==> src/rtl/pw_bit_pkg.sv <==
// Shared types for the pw_bit frame scheduler: FSM states, the config
// triple carried to the pulse-width cell, and the config sanity check.
package pw_bit_pkg;

  localparam int PW_BIT_CFG_W = 32;

  typedef enum logic [2:0] {
    ST_IDLE,
    ST_CFG_PERIOD,
    ST_CFG_HI,
    ST_CFG_LO,
    ST_DATA,
    ST_DRAIN
  } pw_bit_sched_state_t;

  typedef struct packed {
    logic [PW_BIT_CFG_W-1:0] period;
    logic [PW_BIT_CFG_W-1:0] duty_hi;
    logic [PW_BIT_CFG_W-1:0] duty_lo;
  } pw_bit_cfg_t;

  // A config is usable when the period is non-zero and neither duty
  // phase is longer than the period (all unsigned, full width).
  function automatic logic pw_bit_cfg_valid(input pw_bit_cfg_t c);
    return (c.period != '0) && (c.duty_hi <= c.period) && (c.duty_lo <= c.period);
  endfunction

endpackage

==> src/rtl/pw_bit_rr_arb.sv <==
// Combinational round-robin arbiter: searches upward from the requester
// after last_grant_i, wrapping modulo NUM_REQ.
module pw_bit_rr_arb
  import pw_bit_pkg::*;
#(
  parameter int NUM_REQ = 4,
  parameter int ID_W    = $clog2(NUM_REQ)
) (
  input  logic [NUM_REQ-1:0] req_i,
  input  logic [ID_W-1:0]    last_grant_i,
  output logic [ID_W-1:0]    grant_o,
  output logic               any_req_o
);

  logic [ID_W:0] cand;
  logic          found;

  // Walk the NUM_REQ candidates in priority order and keep the first hit.
  always_comb begin
    grant_o   = '0;
    any_req_o = 1'b0;
    found     = 1'b0;
    cand      = '0;
    for (int off = 1; off <= NUM_REQ; off++) begin
      cand = {1'b0, last_grant_i} + (ID_W+1)'(off);
      if (cand >= (ID_W+1)'(NUM_REQ)) begin
        cand = cand - (ID_W+1)'(NUM_REQ);
      end
      if (!found && req_i[cand[ID_W-1:0]]) begin
        found   = 1'b1;
        grant_o = cand[ID_W-1:0];
      end
    end
    any_req_o = found;
  end

endmodule

==> src/rtl/pw_bit_sched.sv <==
// Frame scheduler sharing one pw_bit_cell between NUM_REQ requesters:
// round-robin grant per frame, config beats only when the cell's loaded
// settings differ, then data pass-through (or discard for bad config).
module pw_bit_sched
  import pw_bit_pkg::*;
#(
  parameter int NUM_REQ              = 4,
  parameter int DATA_AXIS_DATA_WIDTH = 8,
  parameter int CFG_AXIS_DATA_WIDTH  = 32,
  localparam int ID_W                = $clog2(NUM_REQ)
) (
  input  logic                                    aclk,
  input  logic                                    areset,
  input  logic [NUM_REQ*DATA_AXIS_DATA_WIDTH-1:0] req_s_axis_tdata,
  input  logic [NUM_REQ-1:0]                      req_s_axis_tlast,
  input  logic [NUM_REQ-1:0]                      req_s_axis_tvalid,
  output logic [NUM_REQ-1:0]                      req_s_axis_tready,
  input  logic [NUM_REQ*CFG_AXIS_DATA_WIDTH-1:0]  req_cfg_period,
  input  logic [NUM_REQ*CFG_AXIS_DATA_WIDTH-1:0]  req_cfg_duty_hi,
  input  logic [NUM_REQ*CFG_AXIS_DATA_WIDTH-1:0]  req_cfg_duty_lo,
  output logic [DATA_AXIS_DATA_WIDTH-1:0]         data_m_axis_tdata,
  output logic                                    data_m_axis_tlast,
  output logic                                    data_m_axis_tvalid,
  input  logic                                    data_m_axis_tready,
  output logic [CFG_AXIS_DATA_WIDTH-1:0]          cfg_period_m_axis_tdata,
  output logic                                    cfg_period_m_axis_tvalid,
  input  logic                                    cfg_period_m_axis_tready,
  output logic [CFG_AXIS_DATA_WIDTH-1:0]          cfg_duty_hi_m_axis_tdata,
  output logic                                    cfg_duty_hi_m_axis_tvalid,
  input  logic                                    cfg_duty_hi_m_axis_tready,
  output logic [CFG_AXIS_DATA_WIDTH-1:0]          cfg_duty_lo_m_axis_tdata,
  output logic                                    cfg_duty_lo_m_axis_tvalid,
  input  logic                                    cfg_duty_lo_m_axis_tready,
  output logic [ID_W-1:0]                         grant_id,
  output logic                                    busy,
  output logic                                    frame_done,
  output logic                                    cfg_err
);

  pw_bit_sched_state_t state_q, state_d;

  logic [ID_W-1:0] grant_q;
  logic [ID_W-1:0] last_grant_q;
  pw_bit_cfg_t     cfg_q;
  pw_bit_cfg_t     loaded_cfg_q;
  logic [ID_W-1:0] loaded_id_q;
  logic            cfg_loaded_q;
  logic            period_vld_q, hi_vld_q, lo_vld_q;
  logic            frame_done_q, cfg_err_q;

  logic [ID_W-1:0]                 arbGrant;
  logic                            anyReq;
  pw_bit_cfg_t                     winCfg;
  logic                            winValid;
  logic                            winSkip;
  logic [DATA_AXIS_DATA_WIDTH-1:0] selData;
  logic                            selLast;
  logic                            selValid;
  logic                            loHs;

  pw_bit_rr_arb #(
    .NUM_REQ (NUM_REQ),
    .ID_W    (ID_W)
  ) u_arb (
    .req_i        (req_s_axis_tvalid),
    .last_grant_i (last_grant_q),
    .grant_o      (arbGrant),
    .any_req_o    (anyReq)
  );

  // Candidate winner's config and the checks that pick the first state.
  always_comb begin
    winCfg.period  = req_cfg_period [int'(arbGrant)*CFG_AXIS_DATA_WIDTH +: CFG_AXIS_DATA_WIDTH];
    winCfg.duty_hi = req_cfg_duty_hi[int'(arbGrant)*CFG_AXIS_DATA_WIDTH +: CFG_AXIS_DATA_WIDTH];
    winCfg.duty_lo = req_cfg_duty_lo[int'(arbGrant)*CFG_AXIS_DATA_WIDTH +: CFG_AXIS_DATA_WIDTH];
    winValid       = pw_bit_cfg_valid(winCfg);
    winSkip        = cfg_loaded_q && (loaded_id_q == arbGrant) && (loaded_cfg_q == winCfg);
  end

  assign selData  = req_s_axis_tdata[int'(grant_q)*DATA_AXIS_DATA_WIDTH +: DATA_AXIS_DATA_WIDTH];
  assign selLast  = req_s_axis_tlast[grant_q];
  assign selValid = req_s_axis_tvalid[grant_q];
  assign loHs     = (state_q == ST_CFG_LO) && lo_vld_q && cfg_duty_lo_m_axis_tready;

  // Next-state logic plus the data-path muxing that depends on state.
  always_comb begin
    state_d            = state_q;
    data_m_axis_tdata  = '0;
    data_m_axis_tlast  = 1'b0;
    data_m_axis_tvalid = 1'b0;
    req_s_axis_tready  = '0;
    case (state_q)
      ST_IDLE: begin
        if (anyReq) begin
          if (!winValid)    state_d = ST_DRAIN;
          else if (winSkip) state_d = ST_DATA;
          else              state_d = ST_CFG_PERIOD;
        end
      end
      ST_CFG_PERIOD: begin
        if (period_vld_q && cfg_period_m_axis_tready) state_d = ST_CFG_HI;
      end
      ST_CFG_HI: begin
        if (hi_vld_q && cfg_duty_hi_m_axis_tready) state_d = ST_CFG_LO;
      end
      ST_CFG_LO: begin
        if (loHs) state_d = ST_DATA;
      end
      ST_DATA: begin
        data_m_axis_tdata          = selData;
        data_m_axis_tlast          = selLast;
        data_m_axis_tvalid         = selValid;
        req_s_axis_tready[grant_q] = data_m_axis_tready;
        if (selValid && selLast && data_m_axis_tready) state_d = ST_IDLE;
      end
      ST_DRAIN: begin
        req_s_axis_tready[grant_q] = 1'b1;
        if (selValid && selLast) state_d = ST_IDLE;
      end
      default: state_d = ST_IDLE;
    endcase
  end

  // State, grant, snapshot and status pulses.
  always_ff @(posedge aclk or posedge areset) begin
    if (areset) begin
      state_q      <= ST_IDLE;
      grant_q      <= '0;
      last_grant_q <= ID_W'(NUM_REQ-1);
      cfg_q        <= '0;
      period_vld_q <= 1'b0;
      hi_vld_q     <= 1'b0;
      lo_vld_q     <= 1'b0;
      frame_done_q <= 1'b0;
      cfg_err_q    <= 1'b0;
    end else begin
      state_q      <= state_d;
      period_vld_q <= (state_d == ST_CFG_PERIOD);
      hi_vld_q     <= (state_d == ST_CFG_HI);
      lo_vld_q     <= (state_d == ST_CFG_LO);
      frame_done_q <= (state_q == ST_DATA) && (state_d == ST_IDLE);
      cfg_err_q    <= (state_q == ST_IDLE) && (state_d == ST_DRAIN);
      if ((state_q == ST_IDLE) && anyReq) begin
        grant_q <= arbGrant;
        cfg_q   <= winCfg;
      end
      if (((state_q == ST_DATA) || (state_q == ST_DRAIN)) && (state_d == ST_IDLE)) begin
        last_grant_q <= grant_q;
      end
    end
  end

  // Record what the cell now holds once the last config beat lands.
  always_ff @(posedge aclk or posedge areset) begin
    if (areset) begin
      cfg_loaded_q <= 1'b0;
      loaded_id_q  <= '0;
      loaded_cfg_q <= '0;
    end else if (loHs) begin
      cfg_loaded_q <= 1'b1;
      loaded_id_q  <= grant_q;
      loaded_cfg_q <= cfg_q;
    end
  end

  assign cfg_period_m_axis_tvalid  = period_vld_q;
  assign cfg_duty_hi_m_axis_tvalid = hi_vld_q;
  assign cfg_duty_lo_m_axis_tvalid = lo_vld_q;
  assign cfg_period_m_axis_tdata   = period_vld_q ? cfg_q.period  : '0;
  assign cfg_duty_hi_m_axis_tdata  = hi_vld_q     ? cfg_q.duty_hi : '0;
  assign cfg_duty_lo_m_axis_tdata  = lo_vld_q     ? cfg_q.duty_lo : '0;
  assign grant_id                  = grant_q;
  assign busy                      = (state_q != ST_IDLE);
  assign frame_done                = frame_done_q;
  assign cfg_err                   = cfg_err_q;

endmodule

==> config.mk <==
export PLATFORM = sky130hd
export DESIGN_NAME = pw_bit_sched
export DESIGN_NICKNAME = d
export VERILOG_FILES = /design/src/rtl/pw_bit_pkg.sv /design/src/rtl/pw_bit_rr_arb.sv /design/src/rtl/pw_bit_sched.sv
export SDC_FILE = /design/constraint.sdc
export NUM_CORES = 1
export LEC_CHECK = 0
export ABC_AREA = 1
export CORE_AREA = 4 4 208 210
export DETAILED_ROUTE_END_ITERATION = 10
export DIE_AREA = 0 0 212 214
export PLACE_DENSITY = 0.68
export SYNTH_ARGS = -nofsm -noshare
export SYNTH_HDL_FRONTEND = slang
export SYNTH_SLANG_ARGS = --single-unit
==> constraint.sdc <==
create_clock -name aclk -period 13.45 [get_ports aclk]
set_input_delay 2.69 -clock aclk [delete_from_list [all_inputs] [get_ports aclk]]
set_output_delay 2.69 -clock aclk [all_outputs]
set_load 0.02 [all_outputs]
==> metrics.md <==
| Metric | Value |
|---|---|
| Slew Viols, Final | 0 |
| Post-synth EDFFs | 0 |
| Vias post-DR | 18869 |
| CTS buffer count | 24 |
| Unrepaired setup endpoints after global routing | false |
| Clock sinks | 207 |
| Avg Cell Area, Syn | 6.36 µm² |
| Hold-fix buffer count after cts | 0 |
| Max Clock Skew | 0.0100 ns |
| Setup bufs post-CTS | 0 |
| Tmin final | 9.01 ns |
| PD cells | 284 nW/µm² |
| Clk_lat worst skew | 0.52 ns |
| Rel. slew slack | 0.257 |
| Leakage | 11.8 nW |
| Number of I/O pins | 548 |
| Clk slew on worst S/H paths | 0.06 ns |
| Max H-tree Level | 1 |
| 1st-pass router iterations | 7 |
| Fraction of layout cells with a size suffix above 1 | 0.0376 |
| Setup TNS | 0 ns |
| Most frequent cells after synthesis | nand2_1 (899), inv_1 (380), nand3_1 (368), dfrtp_1 (205), o21ai_0 (159) |
| Placer Congestion | 0.925 |
| Setup Viol. Count Final | 0 |
| Crit Path Max Fanout | 130 |
| Synth area leader | dfrtp_1 |
| Slowest stage delay, CP | 0.76 ns |
| Core Area | 41600 µm² |
| Yosys reg bits | 207 |
| CP Data Required Time | 13.91 ns |
| Antenna violations before repair | 8 |
| Critical-path top delay cell | buf_4 |
| Final Hold Slack | 0.454 ns |
| Vias per inst | 5.24 |
| ANT nets after route | 0 |
| Final hold vios | 0 |
| Outcome | finished, final reports clean |
| CTS tree | yes |
| Routed WL per cell | 20.1 µm |
| Reg area | 5180 µm² |
| Die Area | 45400 µm² |
| Iter 0 DRT Violations | 1466 |
| Dominant cells by area after synthesis | dfrtp_1 (31%), nand2_1 (20%), nand3_1 (11%) |
| Area after DPL | 22200 µm² |
| Max VDD drop | 0.000185 V |
| Final instance area | 23000 µm² |
| Achievable Freq | 111 MHz |
| Gate count of the mapped netlist | 2598 |
| Initial Util | 0.397 |
| Worst hold path type | reg -> reg |
| Residual DRC | 0 |
| Largest net degree at the start of global routing | 131 |
| Critical path type | in -> reg |
| Gr ovfl total | 0 |
| Max Root-Sink Buffers | 3 |
| Global-route wire length before repair | 109000 µm |
| Worst slew pin tran | 1.11 ns |
| Die Height | 214 µm |
| Row cnt | 75 |
| Top-count cell post-synth | nand2_1 |
| # resized after CTS | 0 |
| Post-Syn Area | 16500 µm² |
| Total wire length | 72300 µm |
| Distinct cells, synth | 46 |
| Main synth FF type | dfrtp_1 |
| Post-layout net count | 3538 |
| Die X-Extent | 212 µm |
| CP most frequent cell | nand2_1 |
| Fillcell total | 4158 |
| Area growth, synth to finish | 39.2% |
| Post-DP HPWL | 55700 µm |
| Worst Path Arrival | 9.47 ns |
| Ys Warns | 0 |
| Max_cap viols | 0 |
| Post-synth ARST share | 1.00 |
| Yosys top cell area share | 0.311 |
| Total global-route track usage | 0.303 |
| Crit share post-route | 0.670 |
| Vias in the first global route | 18440 |
| Port Buf Inserts | 547 |
| Seq/Total Area, Yosys | 0.314 |
| Critical path startpoint category | input port |
| Crit. End Element | register |
| Syn Nets | 3090 |
| Root Driver | clkbuf_16 |
| Area of the multi-input gates | 9260 µm² |
-- cell type report --
cell class                      instances  share of cell area
Antenna cell                            4            0.000435
Clock buffer                           31              0.0299
Clock inverter                         10             0.00561
Inverter                              389              0.0641
Multi-Input combinational cell       1864               0.403
Sequential cell                       207               0.225
Tap cell                              539              0.0293
Timing Repair Buffer                  560               0.242
-- report_power, final --
part	leakage (nW)	switching [mW]	internal, mW
Clock	0.409	0.274	0.416
Combinational	8.76	3.35	1.51
Sequential	2.62	0.152	0.826
-- registers in the layout (all words and copies together) (netlist names) --
name,count
state_q,3
frame_done,1
cfg_loaded_q,1
cfg_duty_lo_m_axis_tvalid,1
loaded_id_q,2
grant_id,2
cfg_q,96
last_grant_q,2
cfg_duty_hi_m_axis_tvalid,1
cfg_err,1
cfg_period_m_axis_tvalid,1
loaded_cfg_q,96
-- stage by stage --
step | power, mW | std cells | util | setup WS (ns)
6_report | 6.53 | 3604 | 0.553 | 4.44
3_5_place_dp | 5.80 | 3559 | 0.533 | 3.93
3_3_place_gp | 5.71 | 3559 | 0.533 | 4.13
4_1_cts | 6.51 | 3600 | 0.553 | 4.43
2_1_floorplan | 4.19 | 2598 | - | 5.11
5_1_grt | 7.16 | 3603 | 0.553 | 3.75
-- cells by family after synthesis --
| group | after synthesis | share of synthesized area |
|---|---|---|
| adder cells (fa/ha/maj) | 62 | 0.0470 |
| XOR/XNOR | 6 | 0.00318 |
| AND/OR/NAND/NOR | 1505 | 0.400 |
| flip-flops | 207 | 0.314 |
| AO/OA/AOI/OAI | 258 | 0.0846 |
| multiplexers | 33 | 0.0224 |
| buffers and inverters | 527 | 0.129 |
-- worst max-delay path, delay by kind of cell --
kind                       cells  cell delay [ns]
AOI/OAI and AO/OA              2             0.69
buffers and inverters          4             1.83
adders and majority gates      1             0.19
and+or+nand+nor               24             3.95
-- placed cells by master (no fill, tap or decap), types with 3 or more instances in the layout --
cell type,Yosys,final
nand2_1,899,898
clkdlybuf4s50_1,0,547
inv_1,380,379
nand3_1,368,367
dfrtp_1,205,205
o21ai_0,159,159
nor2_1,95,95
nand3b_1,95,95
ha_1,62,62
a21oi_1,56,56
mux2_2,32,32
clkbuf_16,0,25
a22oi_1,16,16
nand4_1,14,14
buf_4,14,13
nor3_1,10,10
nand2_2,8,7
clkinv_2,0,7
o21ai_1,6,6
diode_2,0,4
clkinv_1,4,4
xor2_1,4,4
o211ai_1,4,4
nor4_1,4,4
a221oi_1,4,4
clkbuf_8,0,4
inv_2,4,3
nand2_8,0,3
a211oi_1,3,3
bufinv_16,0,3
-- path summary, 6_finish.rpt --
kind                       cells after the start                 start                to  slack, ns
max in group asynchronous                      3                areset         cfg_q[88]       8.93
setup / recovery                              31  req_s_axis_tvalid[2]   last_grant_q[0]       4.44
hold / removal                                 2          cfg_loaded_q      cfg_loaded_q       0.45
setup reg to reg                              30       last_grant_q[0]   last_grant_q[0]       6.34
min in group asynchronous                      2                areset  loaded_cfg_q[34]       2.77
hold reg to reg                                2          cfg_loaded_q      cfg_loaded_q       0.45
-- layer usage --
metal / GRT usage / vias to the layer above / share of wire
li1: - / 9137 / -
met1: 0.395 / 8853 / 0.42
met2: 0.515 / 750 / 0.47
met3: 0.0584 / 123 / 0.079
met4: 0.0839 / 6 / 0.031
met5: 0 / - / 0.00046
(Power assumes the default switching activity.)
